$ cat src/rtl/guess_round_ctrl_if.sv
// Board-side bundle for the guessing-game round sequencer: buttons, switches, secret in; display and beeper out.
interface guess_round_ctrl_if;
  logic [3:0] digit_in;
  logic       confirm_ones;
  logic       confirm_tens;
  logic [7:0] secret_bcd;
  logic [7:0] range_min;
  logic [7:0] range_max;
  logic [3:0] guesses_left;
  logic [3:0] score;
  logic       beep;
  logic       round_start;

  // Board / stimulus side drives buttons, switches and secret.
  modport master (
    output digit_in, confirm_ones, confirm_tens, secret_bcd,
    input  range_min, range_max, guesses_left, score, beep, round_start
  );

  // Sequencer side.
  modport slave (
    input  digit_in, confirm_ones, confirm_tens, secret_bcd,
    output range_min, range_max, guesses_left, score, beep, round_start
  );
endinterface

$ cat src/rtl/guess_round_ctrl.sv
// Round sequencer for the two-digit guessing game: collects a BCD guess,
// narrows the displayed [min,max] range, tracks guesses left and score.
module guess_round_ctrl #(
  parameter logic [3:0] MAX_GUESSES = 4'd7,
  parameter logic [3:0] WIN_SCORE   = 4'd5
) (
  input  logic              clk,
  input  logic              reset,
  guess_round_ctrl_if.slave bus
);

  localparam int unsigned DIGIT_W = 4;
  localparam int unsigned BCD_W   = 8;

  typedef enum logic [2:0] {
    NEW_ROUND = 3'd0,
    WAIT_ONES = 3'd1,
    WAIT_TENS = 3'd2,
    COMPARE   = 3'd3,
    WON       = 3'd4,
    LOST      = 3'd5,
    GAME_OVER = 3'd6
  } state_t;

  state_t             state_q, state_d;
  logic [BCD_W-1:0]   secret_q, secret_d;
  logic [BCD_W-1:0]   guess_q, guess_d;
  logic [BCD_W-1:0]   min_q, min_d;
  logic [BCD_W-1:0]   max_q, max_d;
  logic [DIGIT_W-1:0] left_q, left_d;
  logic [DIGIT_W-1:0] score_q, score_d;
  logic               beep_q;
  logic               round_start_q;
  logic               ones_prev_q;
  logic               tens_prev_q;

  logic ones_edge;
  logic tens_edge;
  logic digit_ok;

  // Button rising edges; prev regs come out of reset high so a held button is not an edge.
  assign ones_edge = bus.confirm_ones & ~ones_prev_q;
  assign tens_edge = bus.confirm_tens & ~tens_prev_q;
  assign digit_ok  = (bus.digit_in <= 4'd9);

  // State register.
  always_ff @(posedge clk) begin
    if (reset) state_q <= NEW_ROUND;
    else       state_q <= state_d;
  end

  // Next-state and datapath update decode.
  always_comb begin
    state_d  = state_q;
    secret_d = secret_q;
    guess_d  = guess_q;
    min_d    = min_q;
    max_d    = max_q;
    left_d   = left_q;
    score_d  = score_q;
    unique case (state_q)
      NEW_ROUND: begin
        secret_d = bus.secret_bcd;
        min_d    = 8'h00;
        max_d    = 8'h99;
        left_d   = MAX_GUESSES;
        state_d  = WAIT_ONES;
      end
      WAIT_ONES: begin
        if (ones_edge && digit_ok) begin
          guess_d[3:0] = bus.digit_in;
          state_d      = WAIT_TENS;
        end
      end
      WAIT_TENS: begin
        // Tens takes priority; a lone ones press corrects the ones digit.
        if (tens_edge && digit_ok) begin
          guess_d[7:4] = bus.digit_in;
          state_d      = COMPARE;
        end else if (ones_edge && digit_ok) begin
          guess_d[3:0] = bus.digit_in;
        end
      end
      COMPARE: begin
        if (guess_q == secret_q) begin
          if (score_q != 4'hF) score_d = score_q + 4'd1;
          state_d = (score_d >= WIN_SCORE) ? GAME_OVER : WON;
        end else begin
          // Bounds only ever tighten.
          if ((guess_q > secret_q) && (guess_q < max_q)) max_d = guess_q;
          if ((guess_q < secret_q) && (guess_q > min_q)) min_d = guess_q;
          if (left_q != 4'd0) left_d = left_q - 4'd1;
          state_d = (left_d == 4'd0) ? LOST : WAIT_ONES;
        end
      end
      WON, LOST: begin
        if (ones_edge) state_d = NEW_ROUND;
      end
      GAME_OVER: begin
        state_d = GAME_OVER;
      end
      default: state_d = NEW_ROUND;
    endcase
  end

  // Datapath, edge-detect and output registers.
  always_ff @(posedge clk) begin
    if (reset) begin
      secret_q      <= 8'h00;
      guess_q       <= 8'h00;
      min_q         <= 8'h00;
      max_q         <= 8'h99;
      left_q        <= MAX_GUESSES;
      score_q       <= 4'd0;
      beep_q        <= 1'b0;
      round_start_q <= 1'b0;
      ones_prev_q   <= 1'b1;
      tens_prev_q   <= 1'b1;
    end else begin
      secret_q      <= secret_d;
      guess_q       <= guess_d;
      min_q         <= min_d;
      max_q         <= max_d;
      left_q        <= left_d;
      score_q       <= score_d;
      beep_q        <= (state_d == WON) || (state_d == LOST) || (state_d == GAME_OVER);
      round_start_q <= (state_q == NEW_ROUND);
      ones_prev_q   <= bus.confirm_ones;
      tens_prev_q   <= bus.confirm_tens;
    end
  end

  assign bus.range_min    = min_q;
  assign bus.range_max    = max_q;
  assign bus.guesses_left = left_q;
  assign bus.score        = score_q;
  assign bus.beep         = beep_q;
  assign bus.round_start  = round_start_q;

endmodule
$ cat src/flat_wrapper.sv
// flat-port wrapper written by rule: the top's interface ports become plain ports
module guess_round_ctrl_flat 
#(
  parameter logic [3:0] MAX_GUESSES = 4'd7,
  parameter logic [3:0] WIN_SCORE   = 4'd5
)
  (clk, reset, bus_digit_in, bus_confirm_ones, bus_confirm_tens, bus_secret_bcd, bus_range_min, bus_range_max, bus_guesses_left, bus_score, bus_beep, bus_round_start);
  guess_round_ctrl_if bus_i ();
  input  logic clk;
  input  logic reset;
  input wire logic [$bits(bus_i.digit_in)-1:0] bus_digit_in;
  input wire logic [$bits(bus_i.confirm_ones)-1:0] bus_confirm_ones;
  input wire logic [$bits(bus_i.confirm_tens)-1:0] bus_confirm_tens;
  input wire logic [$bits(bus_i.secret_bcd)-1:0] bus_secret_bcd;
  output wire logic [$bits(bus_i.range_min)-1:0] bus_range_min;
  output wire logic [$bits(bus_i.range_max)-1:0] bus_range_max;
  output wire logic [$bits(bus_i.guesses_left)-1:0] bus_guesses_left;
  output wire logic [$bits(bus_i.score)-1:0] bus_score;
  output wire logic [$bits(bus_i.beep)-1:0] bus_beep;
  output wire logic [$bits(bus_i.round_start)-1:0] bus_round_start;
  assign bus_i.digit_in = bus_digit_in;
  assign bus_i.confirm_ones = bus_confirm_ones;
  assign bus_i.confirm_tens = bus_confirm_tens;
  assign bus_i.secret_bcd = bus_secret_bcd;
  assign bus_range_min = bus_i.range_min;
  assign bus_range_max = bus_i.range_max;
  assign bus_guesses_left = bus_i.guesses_left;
  assign bus_score = bus_i.score;
  assign bus_beep = bus_i.beep;
  assign bus_round_start = bus_i.round_start;
  guess_round_ctrl #(.MAX_GUESSES(MAX_GUESSES), .WIN_SCORE(WIN_SCORE)) u_core (.clk(clk), .reset(reset), .bus(bus_i));
endmodule
$ cat config.mk
export PLATFORM = sky130hd
export DESIGN_NAME = guess_round_ctrl_flat
export DESIGN_NICKNAME = d
export VERILOG_FILES = /design/src/rtl/guess_round_ctrl_if.sv /design/src/rtl/guess_round_ctrl.sv /design/src/flat_wrapper.sv
export SDC_FILE = /design/constraint.sdc
export NUM_CORES = 1
export LEC_CHECK = 0
export ABC_CLOCK_PERIOD_IN_PS = 4630
export CORE_ASPECT_RATIO = 1.1
export CORE_MARGIN = 2
export CORE_UTILIZATION = 45
export DETAILED_ROUTE_END_ITERATION = 8
export PLACE_DENSITY = 0.69
export SKIP_LAST_GASP = 1
export SYNTH_ARGS = -nofsm -noshare
export SYNTH_HDL_FRONTEND = slang
export SYNTH_SLANG_ARGS = --single-unit
$ cat constraint.sdc
create_clock -name clk -period 4.63 [get_ports clk]
set_clock_uncertainty 0.1 [all_clocks]
set_input_delay 0.6945 -clock clk [delete_from_list [all_inputs] [get_ports clk]]
set_output_delay 0.6945 -clock clk [all_outputs]
set_load 0.02 [all_outputs]
* Yosys cells after proc, flatten, opt, wreduce, memory -nomap -nowiden *
Index checks and enable logic that the tools add are counted.

word-level totals
  bits of input ports = 16
  memories kept = 0
  flip-flop bits (word level) = 47
  output and inout port bits = 26
  ROM bits = 0
  latch bits = 0
  RAM bits = 0
  logic and storage cells = 81

operators by class
  $mul = 0
  muxes and demuxes = 24
  magnitude comparators = 6
  reduce and logical (&&, ||, !) cells = 18
  shifts and indexed selects = 0
  divide/modulo/power cells = 0
  equality and inequality tests = 15
  bitwise logic cells = 4
  $add $sub $neg = 2

operators by type and width
  kind                                                                                  count
  4-bit 2-to-1 mux                                                                      9
  8-bit 2-to-1 mux                                                                      4
  8-bit one-hot mux with 2 select lines                                                 2
  3-bit equality test (second input constant)                                           6
  3-bit one-hot mux with 6 select lines                                                 1
  8-bit > comparator                                                                    2
  8-bit < comparator                                                                    2
  4-bit one-hot mux with 2 select lines                                                 2
  3-bit 2-to-1 mux                                                                      5
  8-bit equality test                                                                   1
  2-bit AND reduction                                                                   4
  3-bit by 2-bit equality test with 1-bit output (second input constant)                2
  3-bit AND reduction                                                                   2
  4-bit by 1-bit adder with 4-bit output (second input constant)                        1
  4-bit by 3-bit greater-or-equal comparator with 1-bit output (second input constant)  1
  4-bit less-or-equal comparator (second input constant)                                1
  1-bit logical AND                                                                     4
  4-bit zero test                                                                       1
  2-bit by 1-bit inequality test with 1-bit output (second input constant)              2
  2-bit inequality test (second input constant)                                         2
  4-bit inequality test (second input constant)                                         1
  2-bit nonzero test                                                                    2
  4-bit nonzero test                                                                    1
  4-bit by 1-bit subtractor with 4-bit output (second input constant)                   1
  other kinds (7)                                                                       10

* Longest topological paths before layout *
Gate-level depths: netlist of run 1.

  depth in word-level cells = 11
  mapped depth = 9
  depth with buffers taken out = 8

* Least setup slack after synthesis of run 1 *
OpenSTA, ideal clock, no wires.

  path type = flip-flop to flip-flop
  start = register u_core.min_q[7], in the netlist u_core.bus.range_min[7]
  end = register u_core.min_q[1], in the netlist u_core.bus.range_min[1]
  stages on the path, launching flop included = 9
  buffers on the path = 0
  clock period less this slack = 2.349 ns
  setup time = 0.060 ns
  arrival = 2.189 ns
  data required time = 4.470 ns
  path slack = 2.281 ns
  path through = dfxtp_1 inv_1 ha_1 nand4_1 nor2_1 or3_1 a211o_1 nor4_4 a22o_1

on the way
  word-level cells in the longest chain between the ends = 4

ends and longest elaborated chain
  element                                                     line                     source
  start: declaration                                          guess_round_ctrl.sv:28   logic [BCD_W-1:0] min_q, min_d;
  start signal: assignment                                    guess_round_ctrl.sv:122  min_q <= min_d;
  8-bit > comparator                                          guess_round_ctrl.sv:91   if ((guess_q < secret_q) && (guess_q > min_q)) min_d = guess_q;
  1-bit logical AND                                           guess_round_ctrl.sv:91
  2-bit by 1-bit inequality test with 1-bit output (no line)  --
  3-bit AND reduction (no line)                               --

Every way passes these cells.
A chain may end at the register's enable or synchronous reset.

* Final worst setup path of run 1 *
  start = register u_core.guess_q[1]
  end = register u_core.max_q[2], in the netlist u_core.bus.range_max[2]

on the way
  word-level cells in the longest chain between the ends = 4
  elaborated cells on any way between the ends = 7
  those cells by class = 2 x order compare; 3 x eq/ne; 2 x reduce/logical

ends and longest elaborated chain
  element                                                          line                     source
  start: declaration                                               guess_round_ctrl.sv:27   logic [BCD_W-1:0] guess_q, guess_d;
  start signal: assignment                                         guess_round_ctrl.sv:121  guess_q <= guess_d;
  8-bit > comparator / 8-bit < comparator (equally long branches)  guess_round_ctrl.sv:90   if ((guess_q > secret_q) && (guess_q < max_q)) max_d = guess_q;
  1-bit logical AND                                                guess_round_ctrl.sv:90
  2-bit by 1-bit inequality test with 1-bit output (no line)       --
  3-bit AND reduction (no line) *                                  --
  end signal: assignment                                           guess_round_ctrl.sv:123  max_q <= max_d;
  end: declaration                                                 guess_round_ctrl.sv:29   logic [BCD_W-1:0] max_q, max_d;

Every way passes the cells marked *; elsewhere a longest branch is shown, timed or not.

==> results.md, run 1 <==
- Hold Startpoint: u_core.secret_q[6]
- CP peak stage delay: 0.88 ns
- Synth Area in Compound Gates: 0.1672
- Routability cong.: 0.8042
- I/O pins: 42
- Dpl cells: 402
- Synth Area in Adders: 0.1283
- Detailed-placement wirelength estimate: 4025 microns
- Multi-input logic area: 1446 sq um
- Final setup viols: 0
- Setup TNS: 0 ns
- Worst hold slack: 0.3577 ns
- P&R area growth vs syn: 22.10%
- Slew HR: 0.3443
- Synth Cell Area: 2536 sq um
- Share of flip-flops with an asynchronous set or reset: 0
- CP Capture Type: flop
- Crit path max-delay cell type: o311ai_2
- CP arrival: 2.68 ns
- Hold path depth: 2
- Number of max-cap violations: 0
- Largest family of logic cells by synthesized area: simple AND/OR/NAND/NOR gates
- CTS tree: yes
- Final min period: 2.595 ns
- Final slew viol count: 0
- Register area share after synthesis: 0.3710
- Reg2Reg Launch Point: u_core.guess_q[1]
- Filler cell count: 527
- Crit start category: flop
- GRT Total Usage: 0.1868
- Grt ovf: 0
- Die area: 6253 sq um
- Vias in the first global route: 1897
- Worst reg2reg path depth: 7
- Reg-to-Reg End: u_core.bus.range_max[2]
- Hold violation count in the final report: 0
- Status: complete, no violations
- Layout cell share with drive strength beyond 1: 0.05672
- CP Launch Point: u_core.guess_q[1]
- Crit path kind: reg2reg
- Flop-to-flop setup slack: 2.04 ns
- Critical path peak fanout: 12
- Clock sink total: 47
- Port bufs: 41
- CORE AREA: 5395 sq um
- Root buf cell: clkbuf_8
- Final WL: 5305 microns
- Pre-CTS setup slack: 1.788 ns
- # rows: 28
- Post-synthesis mux area share: 0.05525
- Via count: 2162
- Initial Util: 0.4701
- Worst path required time: 4.71 ns
- Net Count, Synth: 336
- Layout Utilization: 0.5740
- First-pass GRT wire length: 8928 microns
- Maximum VDD drop: 131.3 uV
- Post-Syn Instances: 294
- Initial antenna violation count: 0
- Number of warnings issued by yosys: 0
- P_leak: 1.278 nW
- Wire per inst: 12.94 microns
- EDFF count, synth: 0
- RSZ-0062 raised after global routing: no
- F_max: 385.4 MHz
- TritonRoute pass-1 iters: 4
- Post-place instance area: 3012 sq um
- Cells along the critical path: ha_1 > nor2b_1 > o211ai_1 > a21oi_1 > o311ai_2 > mux2i_1 > nor2_1
- Reg area: 940.9 sq um
- Final Net Count: 376
- Iter 0 DRT Violations: 110
- Pwr Total: 0.7507 mW
- H-tree depth: 2
- Synth Area in Simple Gates: 0.2092
- Vias per cell: 5.273
- Die X: 75.58 microns
- Antenna Nets Post-Route: 0
- Post-Synth XOR/XNOR Area: 0.01036
- Syn avg cell area: 8.626 sq um
- PwrDens: 242.4 nW/um^2
- # resized after CTS: 0
- CTS buffer count: 5
- Synthesis-stage register bit count: 47
- Final worst-path cycle share: 0.5604
- Fin cells: 410
- Hold Path End: u_core.secret_q[6]
- Drt drc: 0
- Antenna Diode Count: 0
- Die Ht: 82.74 microns
- Final non-filler cell area: 3097 sq um
- Cell variety after synth: 43
- Worst-path clk slew: 0.09 ns
- PnR worst setup slack: 2.035 ns
- Clk_lat worst skew: 0.30 ns
- Cts hold-fix bufs: 0
- CTS Buffer Depth: 2
- Worst-margin pin slew: 0.9820 ns
- Hold Path Class: reg2reg
- Largest net degree at the start of global routing: 41
- Post-CTS setup buffers: 0
- Commonest register cell after synthesis: dfxtp_1
==> cell usage after synthesis, types with 4 or more instances <==
master,n,area [sq um]
dfxtp_1,47,940.9
nand2_1,32,120.1
nor2_1,31,116.4
inv_1,28,105.1
ha_1,26,325.3
a21oi_1,17,85.08
mux2i_1,14,140.1
a31oi_1,8,50.05
nand2b_1,8,50.05
a22o_1,7,61.31
nor3_1,6,30.03
buf_2,5,25.02
clkbuf_1,5,18.77
nand4_1,5,31.28
or3_1,5,31.28
a211oi_1,4,30.03
nor4_1,4,25.02
o211ai_1,4,30.03
o21ai_0,4,20.02
or2_2,4,25.02
==> how the worst max path moves through the flow <==
stage,to,slack (ns),cells past startpoint
6_report,u_core.bus.range_max[2],2.04,7
5_1_grt,u_core.bus.range_max[1],1.84,7
4_1_cts,u_core.bus.range_max[1],2.04,7
3_5_place_dp,u_core.guess_q[1],1.79,7
3_3_place_gp,u_core.guess_q[2],1.86,7
2_1_floorplan,u_core.bus.range_min[1],2.28,8
==> layout make-up <==
class / count / share of cell area
tap: 75 / 0.03030
sequential: 47 / 0.3038
clock buffer: 6 / 0.02343
timing repair buffer: 43 / 0.1374
multi-input combinational: 209 / 0.4671
inverter: 28 / 0.03394
clock inverter: 2 / 0.004040
==> sequential cells by signal, summed over array words and instances, names as in the netlist <==
register,flops
u_core.bus.range_max,8
u_core.bus.guesses_left,4
u_core.bus.range_min,8
u_core.secret_q,8
u_core.guess_q,8
u_core.tens_prev_q,1
u_core.bus.round_start,1
u_core.state_q,3
u_core.bus.score,4
u_core.ones_prev_q,1
u_core.bus.beep,1
==> per-layer routing <==
| metal | share of wire | up-vias | global-route usage |
|---|---|---|---|
| li1 | - | 1115 | - |
| met1 | 0.50 | 1004 | 0.2532 |
| met2 | 0.45 | 37 | 0.2957 |
| met3 | 0.037 | 6 | 0.03641 |
| met4 | 0.015 | 0 | 0.06316 |
| met5 | 0 | - | 0 |
==> power by group <==
group / total, mW / internal (mW) / switching, mW
Clock: 0.248 / 0.106 / 0.142
Combinational: 0.0829 / 0.0357 / 0.0472
Sequential: 0.420 / 0.413 / 0.00674
Total: 0.751 / 0.554 / 0.196
==> cells by family after synthesis <==
| logic type | after synthesis |
|---|---|
| AND/OR/NAND/NOR | 105 |
| AO/OA/AOI/OAI | 61 |
| flip-flops | 47 |
| buffers and inverters | 38 |
| adder cells (fa/ha/maj) | 26 |
| multiplexers | 14 |
| XOR/XNOR | 3 |
==> worst max-delay path: cells and delay by family (launching register included) <==
kind / cells / cell delay, ns
flops: 1 / 0.48
fa+ha+maj: 1 / 0.29
compound gates: 3 / 1.16
simple gates: 2 / 0.18
mux: 1 / 0.27
==> cell usage in the layout (no fill, tap or decap), drive strengths merged, types with 7 or more instances in the layout <==
master         Yosys  final
a21oi             17     17
mux2i             14     14
clkdlybuf4s50      0     41
ha                26     26
nor2              31     31
a31oi              8      8
nand2b             8      8
nand2             32     32
dfxtp             47     47
a22o               7      7
inv               28     28
No activity file was read; power rests on OpenSTA's default activity.
==> run 2, diff against run 1 <==
--- a/config.mk
+++ b/config.mk
@@ -5,7 +5,7 @@
 export SDC_FILE = /design/constraint.sdc
 export NUM_CORES = 1
 export LEC_CHECK = 0
-export ABC_CLOCK_PERIOD_IN_PS = 4630
+export ABC_CLOCK_PERIOD_IN_PS = 2700
 export CORE_ASPECT_RATIO = 1.1
 export CORE_MARGIN = 2
 export CORE_UTILIZATION = 45
==> constraint.sdc (replaced) <==
create_clock -name clk -period 2.7 [get_ports clk]
set_clock_uncertainty 0.1 [all_clocks]
set_input_delay 0.405 -clock clk [delete_from_list [all_inputs] [get_ports clk]]
set_output_delay 0.405 -clock clk [all_outputs]
set_load 0.02 [all_outputs]
==> results.md, run 2 (synthesis gave the netlist of run 1 again) <==
- Post-place instance area: 3064 sq um (+1.7%)
- First-pass GRT wire length: 9377 microns (+5.0%)
- Largest net degree at the start of global routing: 17 (-59%)
- Post-CTS setup buffers: 0 (unchanged)
- Vias per cell: 5.266 (-0.13%)
- PwrDens: 462.7 nW/um^2 (+91%)
- Slew HR: 0.5673 (+0.2230)
- Antenna Diode Count: 0 (unchanged)
- Die X: 75.58 microns (unchanged)
- Die Ht: 82.74 microns (unchanged)
- Layout cell share with drive strength beyond 1: 0.07895 (+0.02223)
- Final min period: 2.477 ns (-0.1178 ns)
- Hold Path Class: reg2reg
- Crit start category: flop
- F_max: 403.7 MHz (+4.8%)
- CP arrival: 2.55 ns (-0.13 ns)
- PnR worst setup slack: 0.2230 ns (-1.812 ns)
- Port bufs: 41 (unchanged)
- RSZ-0062 raised after global routing: no
- CTS buffer count: 5 (unchanged)
- Final setup viols: 0 (unchanged)
- CORE AREA: 5395 sq um (unchanged)
- Maximum VDD drop: 353.3 uV (+170%)
- Crit path kind: reg2reg
- Initial antenna violation count: 0 (unchanged)
- Final non-filler cell area: 3211 sq um (+3.7%)
- Reg2Reg Launch Point: u_core.guess_q[7]
- Iter 0 DRT Violations: 87 (-21%)
- P&R area growth vs syn: 26.59%
- Critical path peak fanout: 12 (unchanged)
- Worst path required time: 2.77 ns (-1.94 ns)
- Layout Utilization: 0.5951 (+0.02110)
- Routability cong.: 0.8717 (+8.4%)
- Final worst-path cycle share: 0.9174 (+0.3570)
- H-tree depth: 2 (unchanged)
- Final Net Count: 383 (+1.9%)
- Cts hold-fix bufs: 0 (unchanged)
- # rows: 28 (unchanged)
- Number of max-cap violations: 0 (unchanged)
- Worst-margin pin slew: 0.6475 ns (-0.3345 ns)
- Most frequent cells in the layout: 47 x dfxtp_1, 41 x clkdlybuf4s50_1, 32 x nand2_1, 31 x nor2_1, 28 x inv_1
- Clk_lat worst skew: 0.31 ns (about the same)
- Final WL: 5629 microns (+6.1%)
- Antenna Nets Post-Route: 0 (unchanged)
- GRT Total Usage: 0.1963 (+0.009507)
- Die area: 6253 sq um (unchanged)
- CP Launch Point: u_core.guess_q[7]
- Drt drc: 0 (unchanged)
- Clock sink total: 47 (unchanged)
- CTS Buffer Depth: 2 (unchanged)
- Initial Util: 0.4701 (unchanged)
- Hold violation count in the final report: 0 (unchanged)
- Dpl cells: 409 (+1.7%)
- Setup TNS: 0 ns (unchanged)
- Grt ovf: 0 (unchanged)
- I/O pins: 42 (unchanged)
- Status: complete, no violations
- P_leak: 1.338 nW (+4.7%)
- Fin cells: 417 (+1.7%)
- TritonRoute pass-1 iters: 4 (unchanged)
- Via count: 2196 (+1.6%)
- Worst-path clk slew: 0.09 ns (about the same)
- Root buf cell: clkbuf_8
- Vias in the first global route: 1989 (+4.8%)
- Most common cell after layout, fill and taps aside: dfxtp_1
- Final slew viol count: 0 (unchanged)
- CP Capture Type: flop
- Hold Startpoint: u_core.secret_q[1]
- Pre-CTS setup slack: 0.1695 ns (-1.619 ns)
- Detailed-placement wirelength estimate: 4357 microns (+8.3%)
- CTS tree: yes
- Wire per inst: 13.50 microns (+4.3%)
## run 2: cell count changes in the layout (fill, tap and decap cells not counted)
cell | before | now
clkinv_2 | 1 | 0
clkbuf_1 | 1 | 0
o311ai_2 | 1 | 0
o311ai_4 | 0 | 1
bufinv_16 | 0 | 2
buf_4 | 2 | 9
## run 2: path summary, 6_finish.rpt
check                                               end  slack [ns]  depth (start not counted)
worst min-delay path                 u_core.secret_q[1]        0.36                          2
worst min register to register       u_core.secret_q[1]        0.36                          2
worst max-delay path            u_core.bus.range_max[7]        0.22                          8
worst max register to register  u_core.bus.range_max[7]        0.22                          8
## run 2: worst max-delay path: stages, from the launching register on
cell	delay [ns]
dfxtp_1	0.48
ha_1	0.31
nand4_1	0.16
buf_4	0.15
o21ai_2	0.10
a211oi_1	0.39
o311ai_4	0.30
nor4_1	0.28
a31oi_1	0.07
## run 2: metrics by stage
stage          total power [mW]  hold WS, ns
4_1_cts                   1.506       0.3630
5_1_grt                   1.550       0.3848
3_5_place_dp             0.8861       0.3502
3_3_place_gp             0.8837       0.3450
2_1_floorplan            0.8253       0.3363
6_report                  1.486       0.3600
## run 2: timing repair
action | in CTS | in global routing
setup endpoints to repair | 0 | 8
hold endpoints to repair | 0 | 0
gates resized for setup | 0 | 1
## run 2: layout make-up
cell class / instances / area, sq um
Inverter: 28 / 105.1
Multi-Input combinational cell: 209 / 1456
Sequential cell: 47 / 940.9
Clock inverter: 3 / 67.56
Timing Repair Buffer: 50 / 478.0
Tap cell: 75 / 93.84
Fill cell: 514 / 2185
Clock buffer: 5 / 68.82
## run 2: power by group
group	internal (mW)	switching [mW]	total (mW)
Clock	0.369	0.246	0.616
Combinational	0.0670	0.0841	0.151
Sequential	0.708	0.0110	0.719
## run 2: layer usage
| metal | part of all wire | GRT usage | up-vias |
|---|---|---|---|
| met5 | 0 | 0 | - |
| met2 | 0.45 | 0.3026 | 48 |
| met3 | 0.045 | 0.04369 | 9 |
| met1 | 0.49 | 0.2722 | 1013 |
| met4 | 0.016 | 0.05965 | 0 |
| li1 | - | - | 1126 |
